File: src/rtl/memory_request_arbiter.sv
// Round-robin arbiter sharing one memory controller port among NUM_REQ requesters.
// Optional stall counter output is enabled by defining ARB_STALL_COUNT_EN.

// In-order tag FIFO holding the requester ID of every read in flight.
// Latency: head visible combinationally; push/pop take effect at the next edge.
// Backpressure: caller must not push when full unless popping in the same cycle.
module arb_tag_fifo #(
    parameter int DEPTH = 8,
    parameter int W     = 2
) (
    input  logic         clk,
    input  logic         rst_n,
    input  logic         i_push,
    input  logic [W-1:0] i_push_dat,
    input  logic         i_pop,
    output logic [W-1:0] o_head_dat,
    output logic         o_full,
    output logic         o_empty
);
    localparam int PW = $clog2(DEPTH);
    localparam int CW = PW + 1;

    logic [W-1:0]  r_mem [DEPTH];
    logic [PW-1:0] r_wr_ptr;
    logic [PW-1:0] r_rd_ptr;
    logic [CW-1:0] r_count;

    // Pointers wrap naturally because DEPTH is a power of two.
    always_ff @(posedge clk or negedge rst_n) begin
        if (!rst_n) begin
            r_wr_ptr <= '0;
            r_rd_ptr <= '0;
            r_count  <= '0;
        end else begin
            if (i_push)
                r_wr_ptr <= r_wr_ptr + 1'b1;
            if (i_pop)
                r_rd_ptr <= r_rd_ptr + 1'b1;
            case ({i_push, i_pop})
                2'b10:   r_count <= r_count + 1'b1;
                2'b01:   r_count <= r_count - 1'b1;
                default: r_count <= r_count;
            endcase
        end
    end

    always_ff @(posedge clk) begin
        if (i_push)
            r_mem[r_wr_ptr] <= i_push_dat;
    end

    assign o_head_dat = r_mem[r_rd_ptr];
    assign o_full     = (r_count == CW'(DEPTH));
    assign o_empty    = (r_count == '0);
endmodule

// Shares the memory controller port: round-robin, pipelined reads, writes wait for reads to drain.
// Latency: grant/issue and response routing are combinational (0 cycles).
// Backpressure: mem_busy or a full tag FIFO holds requests; the blocked winner keeps priority.
module memory_request_arbiter #(
    parameter int NUM_REQ     = 4,
    parameter int MAX_OUTSTND = 8
) (
    input  logic                     clk,
    input  logic                     rst_n,
    input  logic [NUM_REQ-1:0]       req_read,
    input  logic [NUM_REQ-1:0]       req_write,
    input  logic [NUM_REQ-1:0][27:0] req_addr,
    input  logic [NUM_REQ-1:0][31:0] req_wdata,
    output logic [NUM_REQ-1:0]       req_grant,
    output logic [NUM_REQ-1:0]       rsp_valid,
    output logic [31:0]              rsp_data,
    output logic                     mem_read,
    output logic                     mem_write,
    output logic [27:0]              mem_addr,
    output logic [31:0]              mem_wdata,
    input  logic                     mem_busy,
    input  logic [31:0]              mem_rdata,
    input  logic                     mem_rdata_valid,
    output logic                     err_orphan_rsp
`ifdef ARB_STALL_COUNT_EN
    ,
    output logic [31:0]              stall_cycles
`endif
);
    localparam int IDW  = $clog2(NUM_REQ);
    localparam int IDW1 = IDW + 1;
    localparam logic [IDW1-1:0] NREQ_W  = IDW1'(NUM_REQ);
    localparam logic [IDW-1:0]  LAST_ID = IDW'(NUM_REQ - 1);

    typedef enum logic {ST_RUN, ST_DRAIN} state_t;

    state_t            r_state;
    state_t            w_state_nxt;
    logic [IDW-1:0]    r_ptr;
    logic [IDW-1:0]    w_ptr_nxt;
    logic [IDW-1:0]    r_drain_id;
    logic [IDW-1:0]    w_drain_id_nxt;
    logic              r_orphan;

    logic [NUM_REQ-1:0] w_req_any;
    logic [IDW1-1:0]    w_scan;
    logic [IDW-1:0]     w_win;
    logic               w_found;
    logic               w_issue_rd;
    logic               w_issue_wr;
    logic               w_issue;
    logic [IDW-1:0]     w_gnt_id;
    logic               w_pop;
    logic [IDW-1:0]     w_head_id;
    logic               w_fifo_full;
    logic               w_fifo_empty;

    function automatic logic [IDW-1:0] f_next_id(input logic [IDW-1:0] id);
        return (id == LAST_ID) ? '0 : id + 1'b1;
    endfunction

    assign w_req_any = req_read | req_write;

    // Scan upward from the round-robin pointer, wrapping modulo NUM_REQ.
    always_comb begin
        w_found = 1'b0;
        w_win   = '0;
        w_scan  = '0;
        for (int i = 0; i < NUM_REQ; i++) begin
            w_scan = {1'b0, r_ptr} + IDW1'(i);
            if (w_scan >= NREQ_W)
                w_scan = w_scan - NREQ_W;
            if (!w_found && w_req_any[w_scan[IDW-1:0]]) begin
                w_found = 1'b1;
                w_win   = w_scan[IDW-1:0];
            end
        end
    end

    // A pop frees a slot in the same cycle, so a full FIFO can still accept a read.
    assign w_pop = rst_n && mem_rdata_valid && !w_fifo_empty;

    always_comb begin
        w_state_nxt    = r_state;
        w_ptr_nxt      = r_ptr;
        w_drain_id_nxt = r_drain_id;
        w_issue_rd     = 1'b0;
        w_issue_wr     = 1'b0;
        w_gnt_id       = '0;
        if (rst_n) begin
            case (r_state)
                ST_RUN: begin
                    if (w_found) begin
                        if (req_write[w_win]) begin
                            if (!w_fifo_empty) begin
                                // Older reads in flight: hold the write until they return.
                                w_state_nxt    = ST_DRAIN;
                                w_drain_id_nxt = w_win;
                            end else if (!mem_busy) begin
                                w_issue_wr = 1'b1;
                                w_gnt_id   = w_win;
                                w_ptr_nxt  = f_next_id(w_win);
                            end
                        end else if (!mem_busy && (!w_fifo_full || w_pop)) begin
                            w_issue_rd = 1'b1;
                            w_gnt_id   = w_win;
                            w_ptr_nxt  = f_next_id(w_win);
                        end
                    end
                end
                ST_DRAIN: begin
                    if (w_fifo_empty && !mem_busy) begin
                        w_issue_wr  = 1'b1;
                        w_gnt_id    = r_drain_id;
                        w_ptr_nxt   = f_next_id(r_drain_id);
                        w_state_nxt = ST_RUN;
                    end
                end
                default: w_state_nxt = ST_RUN;
            endcase
        end
    end

    assign w_issue = w_issue_rd | w_issue_wr;

    always_ff @(posedge clk or negedge rst_n) begin
        if (!rst_n) begin
            r_state    <= ST_RUN;
            r_ptr      <= '0;
            r_drain_id <= '0;
            r_orphan   <= 1'b0;
        end else begin
            r_state    <= w_state_nxt;
            r_ptr      <= w_ptr_nxt;
            r_drain_id <= w_drain_id_nxt;
            if (mem_rdata_valid && w_fifo_empty)
                r_orphan <= 1'b1;
        end
    end

    arb_tag_fifo #(
        .DEPTH (MAX_OUTSTND),
        .W     (IDW)
    ) u_tag_fifo (
        .clk        (clk),
        .rst_n      (rst_n),
        .i_push     (w_issue_rd),
        .i_push_dat (w_gnt_id),
        .i_pop      (w_pop),
        .o_head_dat (w_head_id),
        .o_full     (w_fifo_full),
        .o_empty    (w_fifo_empty)
    );

    assign req_grant      = w_issue ? (NUM_REQ'(1) << w_gnt_id) : '0;
    assign mem_read       = w_issue_rd;
    assign mem_write      = w_issue_wr;
    assign mem_addr       = w_issue ? req_addr[w_gnt_id] : '0;
    assign mem_wdata      = w_issue_wr ? req_wdata[w_gnt_id] : '0;
    assign rsp_valid      = w_pop ? (NUM_REQ'(1) << w_head_id) : '0;
    assign rsp_data       = w_pop ? mem_rdata : '0;
    assign err_orphan_rsp = r_orphan;

`ifdef ARB_STALL_COUNT_EN
    logic [31:0] r_stall;

    always_ff @(posedge clk or negedge rst_n) begin
        if (!rst_n)
            r_stall <= '0;
        else if ((|w_req_any) && !w_issue && (r_stall != 32'hFFFF_FFFF))
            r_stall <= r_stall + 32'd1;
    end

    assign stall_cycles = r_stall;
`else
    // No stall accounting in this build.
`endif
endmodule

File: config.mk
export PLATFORM = sky130hd
export DESIGN_NAME = memory_request_arbiter
export DESIGN_NICKNAME = d
export VERILOG_FILES = /design/src/rtl/memory_request_arbiter.sv
export SDC_FILE = /design/constraint.sdc
export NUM_CORES = 1
export LEC_CHECK = 0
export ABC_CLOCK_PERIOD_IN_PS = 7500
export CAP_MARGIN = 10
export CELL_PAD_IN_SITES_DETAIL_PLACEMENT = 2
export CELL_PAD_IN_SITES_GLOBAL_PLACEMENT = 2
export CORE_MARGIN = 2
export CORE_UTILIZATION = 16
export CTS_CLUSTER_DIAMETER = 60
export DETAILED_ROUTE_END_ITERATION = 8
export GPL_TIMING_DRIVEN = 0
export PLACE_DENSITY = 0.94
export SLEW_MARGIN = 10
export SYNTH_ARGS = -nofsm -noshare
export SYNTH_HDL_FRONTEND = slang
export SYNTH_SLANG_ARGS = --single-unit
export TNS_END_PERCENT = 100
File: constraint.sdc
create_clock -name clk -period 7.5 [get_ports clk]
set_clock_uncertainty 0.2 [all_clocks]
set_input_delay 0.75 -clock clk [delete_from_list [all_inputs] [get_ports clk]]
set_output_delay 0.75 -clock clk [all_outputs]
set_load 0.1 [all_outputs]
==> results.sh <==
export IMPL_fp_dieW_um=164
export IMPL_io_pins=387
export IMPL_yosysTopAreaCellShare_pct=15.7
export IMPL_grt_max_degree=18
export IMPL_port_buffers=386
export IMPL_synth_area_per_cell_um2=8.38
export IMPL_viasPerCell=4.64
export IMPL_grt_pass1_vias=6382
export IMPL_drc=0
export IMPL_synth_top_cell_by_area="mux2i_1"
export IMPL_dp_hpwl_um=22100
export IMPL_synthCells=486
export IMPL_drtIter0Drc=153
export IMPL_finalSetupViolations=0
export IMPL_worstRegToRegCells=12
export IMPL_tightest_slew_ns=1.03
export IMPL_cts_max_path_buffers=2
export IMPL_startpoint_type="input port"
export IMPL_ys_async_sr_fraction_pct=50.0
export IMPL_ys_flop_type="edfxtp_1"
export IMPL_finalSetupTns_ns=0
export IMPL_clock_sinks=32
export IMPL_whs_path_depth=1
export IMPL_hp_class="flip-flop to flip-flop"
export IMPL_grt_setup_unrepaired="no"
export IMPL_post_route_min_period_ns=6.27
export IMPL_min_to="err_orphan_rsp"
export IMPL_cp_end_kind="output port"
export IMPL_r2r_end="u_tag_fifo.r_count[2]"
export IMPL_dp_cells=1202
export IMPL_synth_edf_count=16
export IMPL_reg2reg_slack_ns=3.90
export IMPL_power_density_nw_per_um2=236
export IMPL_clock_latency_ns=0.28
export IMPL_wire_per_inst_um=21.5
export IMPL_ys_seq_elements=32
export IMPL_vias=5626
export IMPL_slowest_stage="clkdlybuf4s50_1"
export IMPL_hp_start="err_orphan_rsp"
export IMPL_path_delay_family="buffers and inverters"
export IMPL_crit_path_max_incr_delay_ns=1.19
export IMPL_ys_warn_count=0
export IMPL_cp_required_ns=6.55
export IMPL_grt_pass1_wl_um=38000
export IMPL_fmaxAchievable_mhz=160
export IMPL_cp_depth=12
export IMPL_synth_distinct_cells=57
export IMPL_power_mw=2.01
export IMPL_grt_ovfl_total=0
export IMPL_cts_reportedPaths_clkPinSlew_ns=0.06
export IMPL_final_antenna_net_count=0
export IMPL_ys_seq_area_share_pct=21.6
export IMPL_fin_util_pct=33.9
export IMPL_htree_levels=2
export IMPL_cts_buffers=5
export IMPL_fillers=2854
export IMPL_fin_crit_sh_pct=83.6
export IMPL_clock_root_buffer="clkbuf_16"
export IMPL_cts_tree="done"
export IMPL_ys_top_cells_by_count="64 x a21oi_1, 64 x mux2i_1, 60 x a2bb2oi_1"
export IMPL_grtUsageTotal_pct=18.6
export IMPL_cts_repair_resized=0
export IMPL_path_buf_inv=6
export IMPL_relSlewSlack_pct=31.4
export IMPL_grt_antenna_before_repair=1
export IMPL_crit_fanout=17
export IMPL_synthesis_nets=776
export IMPL_worstPathArrival_ns=5.32
export IMPL_instances_no_fill=1213
export IMPL_synth_area_leaders="mux2i_1 16%, a2bb2oi_1 13%, edfxtp_1 12%"
export IMPL_holdBufCountCts=0
export IMPL_slew_violations=0
export IMPL_cts_setup_buffers=0
export IMPL_hold_viol=0
export IMPL_num_rows=58
export IMPL_fp_dieH_um=164
export IMPL_first_pass_iters=4
export IMPL_layout_drive_gt1_share_pct=7.16
export IMPL_status="complete, no violations"
export IMPL_path_cells="clkdlybuf4s50_1 > clkbuf_1 > nand2_1 > a31oi_1 > nand2_1 > or2_1 > buf_2 > inv_4 > nor2_4 > buf_2 > a21oi_1 > clkdlybuf4s50_1"
export IMPL_coreArea_um2=25100
export IMPL_initial_core_util_pct=16.2
export IMPL_final_nets=1169
export IMPL_area_delta_synth_final_pct=109
export IMPL_holdWs_ns=0.285
export IMPL_gp_congestion=0.801
export IMPL_ir_worst_vdd_uv=134
export IMPL_syn_area_um2=4070
export IMPL_worstSetupPathType="input port to output port"
export IMPL_r2r_start="u_tag_fifo.r_count[1]"
export IMPL_drt_total_wl_um=26100
export IMPL_max_cap_violations=0
export IMPL_fp_dieArea_um2=26700
export IMPL_p_leak_nw=3.16
worst max path at each step:
stage	start	to
after global routing	rst_n	mem_addr[13]
after CTS	rst_n	mem_addr[13]
after global placement	rst_n	mem_addr[13]
final	rst_n	mem_addr[13]
after detailed placement	rst_n	mem_addr[13]
after floorplan	req_read[1]	mem_addr[18]
layer usage:
metal | global-route usage [%] | share of wire, %
met1 | 21.5 | 40
met2 | 34.3 | 52
met3 | 3.76 | 6.2
met4 | 5.26 | 2.6
met5 | 0 | 0
worst reg2reg max path, delay by kind of cell (launching register included):
kind,cells,cell delay (ns)
flip-flops,1,0.38
AND/OR/NAND/NOR,3,0.96
XOR/XNOR,3,0.49
buffers and inverters,3,0.75
adder cells (fa/ha/maj),2,0.54
AO/OA/AOI/OAI,1,0.15
final cells by class:
cell class                      instances  area (um^2)  share of cell area [%]
Antenna cell                            3         7.51                  0.0883
Buffer                                 48          270                    3.18
Clock buffer                            5          125                    1.47
Clock inverter                          3         23.8                   0.279
Inverter                                7         28.8                   0.338
Multi-Input combinational cell        399         2890                    34.0
Sequential cell                        32          881                    10.4
Tap cell                              330          413                    4.85
Timing Repair Buffer                  386         3860                    45.4
placed cells by master, fill, tap and decap left out, types with 6 or more instances in the layout:
master           netlist  final
clkdlybuf4s50_1        0    386
mux2i_1               64     64
a21oi_1               64     64
a2bb2oi_1             60     60
o21ai_1               35     35
and2_1                34     34
o21ai_0               27     27
buf_2                 20     20
nor2_1                19     19
dfrtp_1               16     16
edfxtp_1              16     16
clkbuf_1              15     15
nand2_1               15     15
buf_6                  8      8
nor3_1                 7      7
xor2_1                 6      6
mux2_2                 6      6
ha_1                   6      6
logic make-up after synthesis:
kind of cell	share of synthesized area, %
XOR/XNOR	2.15
adder cells (fa/ha/maj)	1.84
AO/OA/AOI/OAI	33.7
flip-flops	21.6
buffers and inverters	7.34
AND/OR/NAND/NOR	13.7
multiplexers	19.6
state kept, by name, indices dropped and copies added (netlist names):
signal               cells
u_tag_fifo.r_rd_ptr      3
u_tag_fifo.r_mem        16
err_orphan_rsp           1
r_ptr                    2
u_tag_fifo.r_wr_ptr      3
u_tag_fifo.r_count       4
r_state                  1
r_drain_id               2
metrics by stage:
step                instance area (um^2)  setup WS, ns
global route                        8500         0.873
global placement                    8350          1.23
finish                              8510          1.23
detailed placement                  8350          1.10
floorplan                           4070          2.17
CTS                                 8500          1.08
power by group:
group	total [mW]	switching (mW)	internal, mW	leakage [nW]
Sequential	0.292	0.0581	0.234	0.333
Combinational	1.51	0.936	0.577	2.76
Clock	0.202	0.0789	0.123	0.0660
Total	2.01	1.07	0.934	3.16
(Power assumes the default switching activity.)
